## config.mk

```make
export PLATFORM = sky130hd
export DESIGN_NAME = pipe_hazard_ctrl
export DESIGN_NICKNAME = d
export VERILOG_FILES = /design/src/rtl/pipe_hazard_ctrl.sv
export SDC_FILE = /design/constraint.sdc
export NUM_CORES = 1
export LEC_CHECK = 0
export BUFFER_PORTS_ARGS = -buffer_cell sky130_fd_sc_hd__buf_2
export CAP_MARGIN = 30
export CORE_MARGIN = 5
export CORE_UTILIZATION = 47
export CTS_BUF_LIST = sky130_fd_sc_hd__clkbuf_4 sky130_fd_sc_hd__clkbuf_8 sky130_fd_sc_hd__clkbuf_16
export DETAILED_ROUTE_END_ITERATION = 7
export PLACE_DENSITY_LB_ADDON = 0.15
export REMOVE_ABC_BUFFERS = 1
export SLEW_MARGIN = 20
export SYNTH_ARGS = -nofsm -noshare
export SYNTH_HDL_FRONTEND = slang
export SYNTH_SLANG_ARGS = --single-unit
```

## constraint.sdc

```tcl
create_clock -name i_clk -period 2.1 [get_ports i_clk]
set_input_delay 0.21 -clock i_clk [delete_from_list [all_inputs] [get_ports i_clk]]
set_output_delay 0.21 -clock i_clk [all_outputs]
set_load 0.05 [all_outputs]
```

## src/rtl/pipe_hazard_ctrl.sv

```systemverilog
// Central stall/flush controller for the 5-stage pipeline: load-use, mispredict and
// data-memory wait handling, plus saturating stall/flush performance counters.
module pipe_hazard_ctrl #(
  parameter int unsigned CNT_W = 32
) (
  input  logic             i_clk,
  input  logic             i_reset,
  input  logic [4:0]       i_id_rs1,
  input  logic [4:0]       i_id_rs2,
  input  logic             i_id_rs1_used,
  input  logic             i_id_rs2_used,
  input  logic [4:0]       i_ex_rd,
  input  logic             i_ex_rd_wren,
  input  logic             i_ex_is_load,
  input  logic             i_ex_mispred,
  input  logic             i_mem_req,
  input  logic             i_mem_ready,
  output logic             o_pc_en,
  output logic             o_ifid_en,
  output logic             o_idex_en,
  output logic             o_exmem_en,
  output logic             o_memwb_en,
  output logic             o_ifid_flush,
  output logic             o_idex_flush,
  output logic             o_exmem_flush,
  output logic             o_memwb_flush,
  output logic [CNT_W-1:0] o_stall_cnt,
  output logic [CNT_W-1:0] o_flush_cnt,
  output logic [1:0]       o_state
);

  typedef enum logic [1:0] {
    StRun     = 2'd0,
    StMemWait = 2'd1,
    StFlush   = 2'd2
  } state_e;

  localparam logic [CNT_W-1:0] CntOne = {{(CNT_W-1){1'b0}}, 1'b1};

  state_e           state_q, state_d;
  logic [CNT_W-1:0] stall_cnt_q, stall_cnt_d;
  logic [CNT_W-1:0] flush_cnt_q, flush_cnt_d;

  logic load_use, mem_stall, eval_ex, mispred_apply;
  logic pc_en, ifid_en, idex_en, exmem_en, memwb_en;
  logic ifid_fl, idex_fl, exmem_fl, memwb_fl;

  assign load_use = i_ex_is_load & i_ex_rd_wren & (i_ex_rd != 5'd0) &
                    ((i_id_rs1_used & (i_id_rs1 == i_ex_rd)) |
                     (i_id_rs2_used & (i_id_rs2 == i_ex_rd)));
  assign mem_stall = i_mem_req & ~i_mem_ready;

  always_comb begin
    state_d       = state_q;
    pc_en         = 1'b1;
    ifid_en       = 1'b1;
    idex_en       = 1'b1;
    exmem_en      = 1'b1;
    memwb_en      = 1'b1;
    ifid_fl       = 1'b0;
    idex_fl       = 1'b0;
    exmem_fl      = 1'b0;
    memwb_fl      = 1'b0;
    eval_ex       = 1'b0;
    mispred_apply = 1'b0;

    unique case (state_q)
      StRun: begin
        if (mem_stall) begin
          // Freeze everything up to MEM; a pending mispredict stays visible in EX.
          {pc_en, ifid_en, idex_en, exmem_en} = 4'b0000;
          memwb_fl = 1'b1;
          state_d  = StMemWait;
        end else begin
          eval_ex = 1'b1;
        end
      end
      StMemWait: begin
        if (!i_mem_ready) begin
          {pc_en, ifid_en, idex_en, exmem_en} = 4'b0000;
          memwb_fl = 1'b1;
        end else begin
          eval_ex = 1'b1;
        end
      end
      StFlush: begin
        // Squash the wrong-path fetch issued before the redirect took effect.
        ifid_fl = 1'b1;
        state_d = StRun;
      end
      default: state_d = StRun;
    endcase

    if (eval_ex) begin
      state_d = StRun;
      if (i_ex_mispred) begin
        ifid_fl       = 1'b1;
        idex_fl       = 1'b1;
        mispred_apply = 1'b1;
        state_d       = StFlush;
      end else if (load_use) begin
        pc_en   = 1'b0;
        ifid_en = 1'b0;
        idex_fl = 1'b1;
      end
    end
  end

  always_comb begin
    stall_cnt_d = stall_cnt_q;
    flush_cnt_d = flush_cnt_q;
    if (!pc_en && (stall_cnt_q != '1)) begin
      stall_cnt_d = stall_cnt_q + CntOne;
    end
    if (mispred_apply && (flush_cnt_q != '1)) begin
      flush_cnt_d = flush_cnt_q + CntOne;
    end
  end

  always_ff @(posedge i_clk or negedge i_reset) begin
    if (!i_reset) begin
      state_q     <= StRun;
      stall_cnt_q <= '0;
      flush_cnt_q <= '0;
    end else begin
      state_q     <= state_d;
      stall_cnt_q <= stall_cnt_d;
      flush_cnt_q <= flush_cnt_d;
    end
  end

  // Reset overrides the hazard decode so the pipeline registers stay transparent.
  always_comb begin
    o_pc_en       = pc_en | ~i_reset;
    o_ifid_en     = ifid_en | ~i_reset;
    o_idex_en     = idex_en | ~i_reset;
    o_exmem_en    = exmem_en | ~i_reset;
    o_memwb_en    = memwb_en | ~i_reset;
    o_ifid_flush  = ifid_fl & i_reset;
    o_idex_flush  = idex_fl & i_reset;
    o_exmem_flush = exmem_fl & i_reset;
    o_memwb_flush = memwb_fl & i_reset;
  end

  assign o_stall_cnt = stall_cnt_q;
  assign o_flush_cnt = flush_cnt_q;
  assign o_state     = state_q;

endmodule

```

Word level (Yosys, flattened, before mapping). Cells that the tools add are included. Widths: inputs -> output; s select.

Add/sub/neg operators: 2. Equality and inequality tests: 8. Mux-type cells: 22. Bitwise operators: 14. Reduce and logical (&&, ||, !) cells: 6.

Operators with widths (number): $add 32x1->32 const B (2); $ne 32x32->1 const B (2); $mux 1 (15); $eq 5x5->1 (2); $and 1x1->1 (9); $mux 2 (3); $pmux 1 s2 (3); $reduce_bool 5->1 (1); $pmux 2 s2 (1); $ne 3x3->1 const B (1); $or 1x1->1 (3); $eq 2x1->1 const B (1); $eq 2x2->1 const B (1); $logic_and 1x1->1 (2); $logic_not 2->1 (1); $ne 2x2->1 const B (1); $not 1->1 (2); $reduce_and 2->1 (1); $logic_not 1->1 (1).

Bits in registers: 66. Bits of input ports: 24. Output and inout port bits: 75. Word-level logic and storage cells: 55.

Depth between registers and ports, before layout.
Depth in word-level cells: 9. Mapped depth: 9. Mapped depth without buffers: 7.

Worst setup path before layout. Ideal clock, no wire load.

Path kind: flip-flop to output port. Start point: register state_q[0], in the netlist o_state[0]. End point: output port o_idex_flush. Arrival: 2497 ps. Required time: 1890 ps. Setup slack: -607 ps. Cell stages (with the launch flop): 3. Path buffers: 0. Path through: dfrtp_1 o21ba_2 nor4b_1.

Cells in the longest elaborated chain, start to end: 4. Elaborated cells on any way between the ends: 5. Classes of those cells: eq/ne: 1; mux: 2; bitwise: 1; reduce/logical: 1.

Ends and longest elaborated chain: start, declared (line 40) `state_e state_q, state_d;`; start signal, assigned (line 122) `state_q <= StRun;`; start signal, assigned (line 126) `state_q <= state_d;`; $eq 2x1->1 or $logic_not 2->1 (tied branches) (line 67) `unique case (state_q)`; $pmux 1 s2 (*) (line 67); $mux 1 (*) (line 94) `if (eval_ex) begin`; $and 1x1->1 (*) (line 140) `o_idex_flush = idex_fl & i_reset;`; end, declared (line 24) `output logic o_idex_flush,`.

Mark *: on every way between the ends. The rest lies on a longest branch, timed or not.

Worst setup path in the final report.
Start point: register stall_cnt_q[0], in the netlist o_stall_cnt[0]. End point: register stall_cnt_q[28], in the netlist o_stall_cnt[28].

Cells in the longest elaborated chain, start to end: 2. Elaborated cells on any way between the ends: 3. Classes of those cells: add/sub: 1; eq/ne: 1; reduce/logical: 1.

Ends and longest elaborated chain: start, declared (line 41) `logic [CNT_W-1:0] stall_cnt_q, stall_cnt_d;`; start signal, assigned (line 127) `stall_cnt_q <= stall_cnt_d;`; parallel branches: the longest is 2 deep, another holds $add 32x1->32.

Parallel ways; which one is timed is not known. A chain may end at the register's enable or synchronous reset.

==> reports/results.ini <==
[outcome]
status=finished, final reports clean

[place]
placed_cells=522
placed_cell_area_sq_mm=0.00410
gp_congestion=0.823
place.detailed.hpwl_microns=5830
io_buffers=96

[global_route]
antenna_found_initial=0
grt_pass1_wl_microns=13100
gr-usage-all-layers=0.185
grt-ovfl-total=0
grt_max_degree=34
grt_pass1_vias=2706

[pwr]
power_leakage_nw=2.20
ir_drop_mv=0.586
powerDensity_mw_per_mm2=782

[floorplanning]
die_h_microns=95.3
dieArea_sq_mm=0.00908
ios=99
rows=31
initial_core_util=0.477
coreArea_sq_mm=0.00718
dieWidth_microns=95.3

[synthesis]
ys_types=51
synth_top_area_frac=0.483
yosys_warnings=0
synth-seq-cells=66
synth_flop_cell=dfrtp_1
synthTopCellsByArea=dfrtp_1 (48%), xnor2_1 (13%), xor2_1 (4.6%)
ys_seq_area_frac=0.483
syn_avg_cell_area_sq_um=10.8
synthTopCellsByCount=dfrtp_1 (66), xnor2_1 (52), nand2_1 (31)
async_flop_share=1.00
synthMostInstantiatedCell=dfrtp_1
synth_edf_count=0
synth_cells=317
synth_area_leader_cell=dfrtp_1
syn_area_sq_mm=0.00342

[timing]
worst_pin_slew_ns=0.497
min_period_over_period=0.946
slew_viol_final=0
relSlewSlack=0.666
period_minus_slack_ns=1.99
clock_skew_ns=0.00664
hold_viol_final=0
fmax_mhz=504
finalSetupViolations=0

[clocking]
max-clock-path-buffers=2
clkTransAtPathRegs_ns=0.07
clk_latency_ns=0.33
cts_tree=done
cts_buffers=9
h-tree-depth=3
clock_sink_count=66
cts_root_buffer=clkbuf_8

[setup_path]
slowest_delay_ns=0.44
cp_top_family=simple AND/OR/NAND/NOR gates
startpoint_type=flop
cp_slowest_cell=or3_1
endpoint_kind=flop
crit_arrival_ns=2.25
crit_path_max_fanout=3
crit_type=reg -> reg
crit_chain=ha_1 > nand3_2 > or3_1 > or3_4 > nor4_4 > xor2_1
cp_data_required_time_ns=2.36
critPathBufInv=0

[drt]
firstDrtPassIters=4
drc=0
wl_microns=7860
num_vias=2753
ant_nets=0
wire_per_inst_microns=14.6
drtIter0Drc=62
via_per_inst=5.10

[final_layout]
fin_util=0.614
num-nets-final=463
antenna_cells=0
final_area_sq_mm=0.00441
syn2layout_area_growth_pct=28.8
drive_above_1_share=0.365
finalNonFillerCells=540
fillCellCount=609

[worst_hold_path]
hp-class=in -> reg

[job]
drv_cap=0

==> timing repair <==
action                     in CTS  in global routing
setup endpoints to repair       5                 25
setup buffers                   0                  2
hold endpoints to repair       11                  0
pin swaps                       0                  1
hold buffers                    1                  0
resized for setup               1                 11
==> layout make-up <==
type                       instances  area, sq um  share of cell area
multi-input combinational        235         1740               0.395
sequential                        66         1650               0.375
timing repair buffer             120          663               0.150
inverter                           5         18.8             0.00426
clock inverter                     2         35.0             0.00795
clock buffer                      13          173              0.0392
tap                               99          124              0.0281
==> flip-flops by register name, summed over array words and instances, names as in the netlist <==
register,cells
o_flush_cnt,32
o_state,2
o_stall_cnt,32
==> where the power goes <==
group / leakage, nW / total [mW] / internal, mW / switching, mW
registers: 0.898 / 1.46 / 1.37 / 0.0942
clock network: 0.109 / 1.11 / 0.651 / 0.460
logic: 1.19 / 0.876 / 0.272 / 0.604
==> placed cells by master (no fill, tap or decap), drive strengths merged, types with 2 or more instances in the layout <==
| master | n |
|---|---|
| buf | 119 |
| dfrtp | 66 |
| xnor2 | 52 |
| nand2 | 31 |
| nand3 | 27 |
| nand4 | 24 |
| xor2 | 18 |
| nor2 | 14 |
| clkbuf | 13 |
| and3 | 12 |
| nor3 | 11 |
| inv | 5 |
| and4 | 5 |
| nor4 | 5 |
| and2 | 4 |
| or3 | 4 |
| nand2b | 2 |
| ha | 2 |
| conb | 2 |
| nor4b | 2 |
==> stage by stage <==
stage	worst slack [ns]	hold slack [ns]	TNS [ns]	power, mW
after floorplan	-0.607	-0.0856	-9.40	2.05
after global placement	0.0705	0.148	0	2.34
after detailed placement	0.00786	0.153	0	2.36
after CTS	0.0137	0.209	0	3.48
after global routing	-0.0124	0.229	-0.0168	3.61
final	0.114	0.214	0	3.45
==> worst paths after layout <==
check                                start              end  slack, ns  cells after the start
min                            i_mem_ready       o_state[0]       0.21                      3
max in group asynchronous          i_reset  o_stall_cnt[19]       1.03                      3
max reg2reg                 o_stall_cnt[0]  o_stall_cnt[28]       0.11                      6
min reg2reg                o_flush_cnt[31]  o_flush_cnt[31]       0.48                      1
max                         o_stall_cnt[0]  o_stall_cnt[28]       0.11                      6
min in group asynchronous          i_reset       o_state[1]       0.32                      2
==> cells by family (layout without fill, tap and decap cells) <==
logic type,count (synthesis),after routing,synth area share
AND/OR/NAND/NOR,145,145,0.251
AO/OA/AOI/OAI,15,15,0.0454
flip-flops,66,66,0.483
other,2,2,0.00220
XOR/XNOR,70,70,0.179
multiplexers,1,1,0.00329
adder cells (fa/ha/maj),2,2,0.00731
buffers and inverters,16,140,0.0285
==> tightest hold or removal path: stages <==
cell	delay, ns
buf_2	0.08
o21bai_2	0.12
nor2_2	0.08
==> routing by layer <==
layer | vias up | track usage | routed length (microns)
met5 | - | 0 | 0
met4 | 0 | 0.0721 | 134
met3 | 12 | 0.0410 | 349
met2 | 63 | 0.295 | 3710
met1 | 1316 | 0.243 | 3670
li1 | 1362 | - | -
Power figures use the tool's default switching activity.
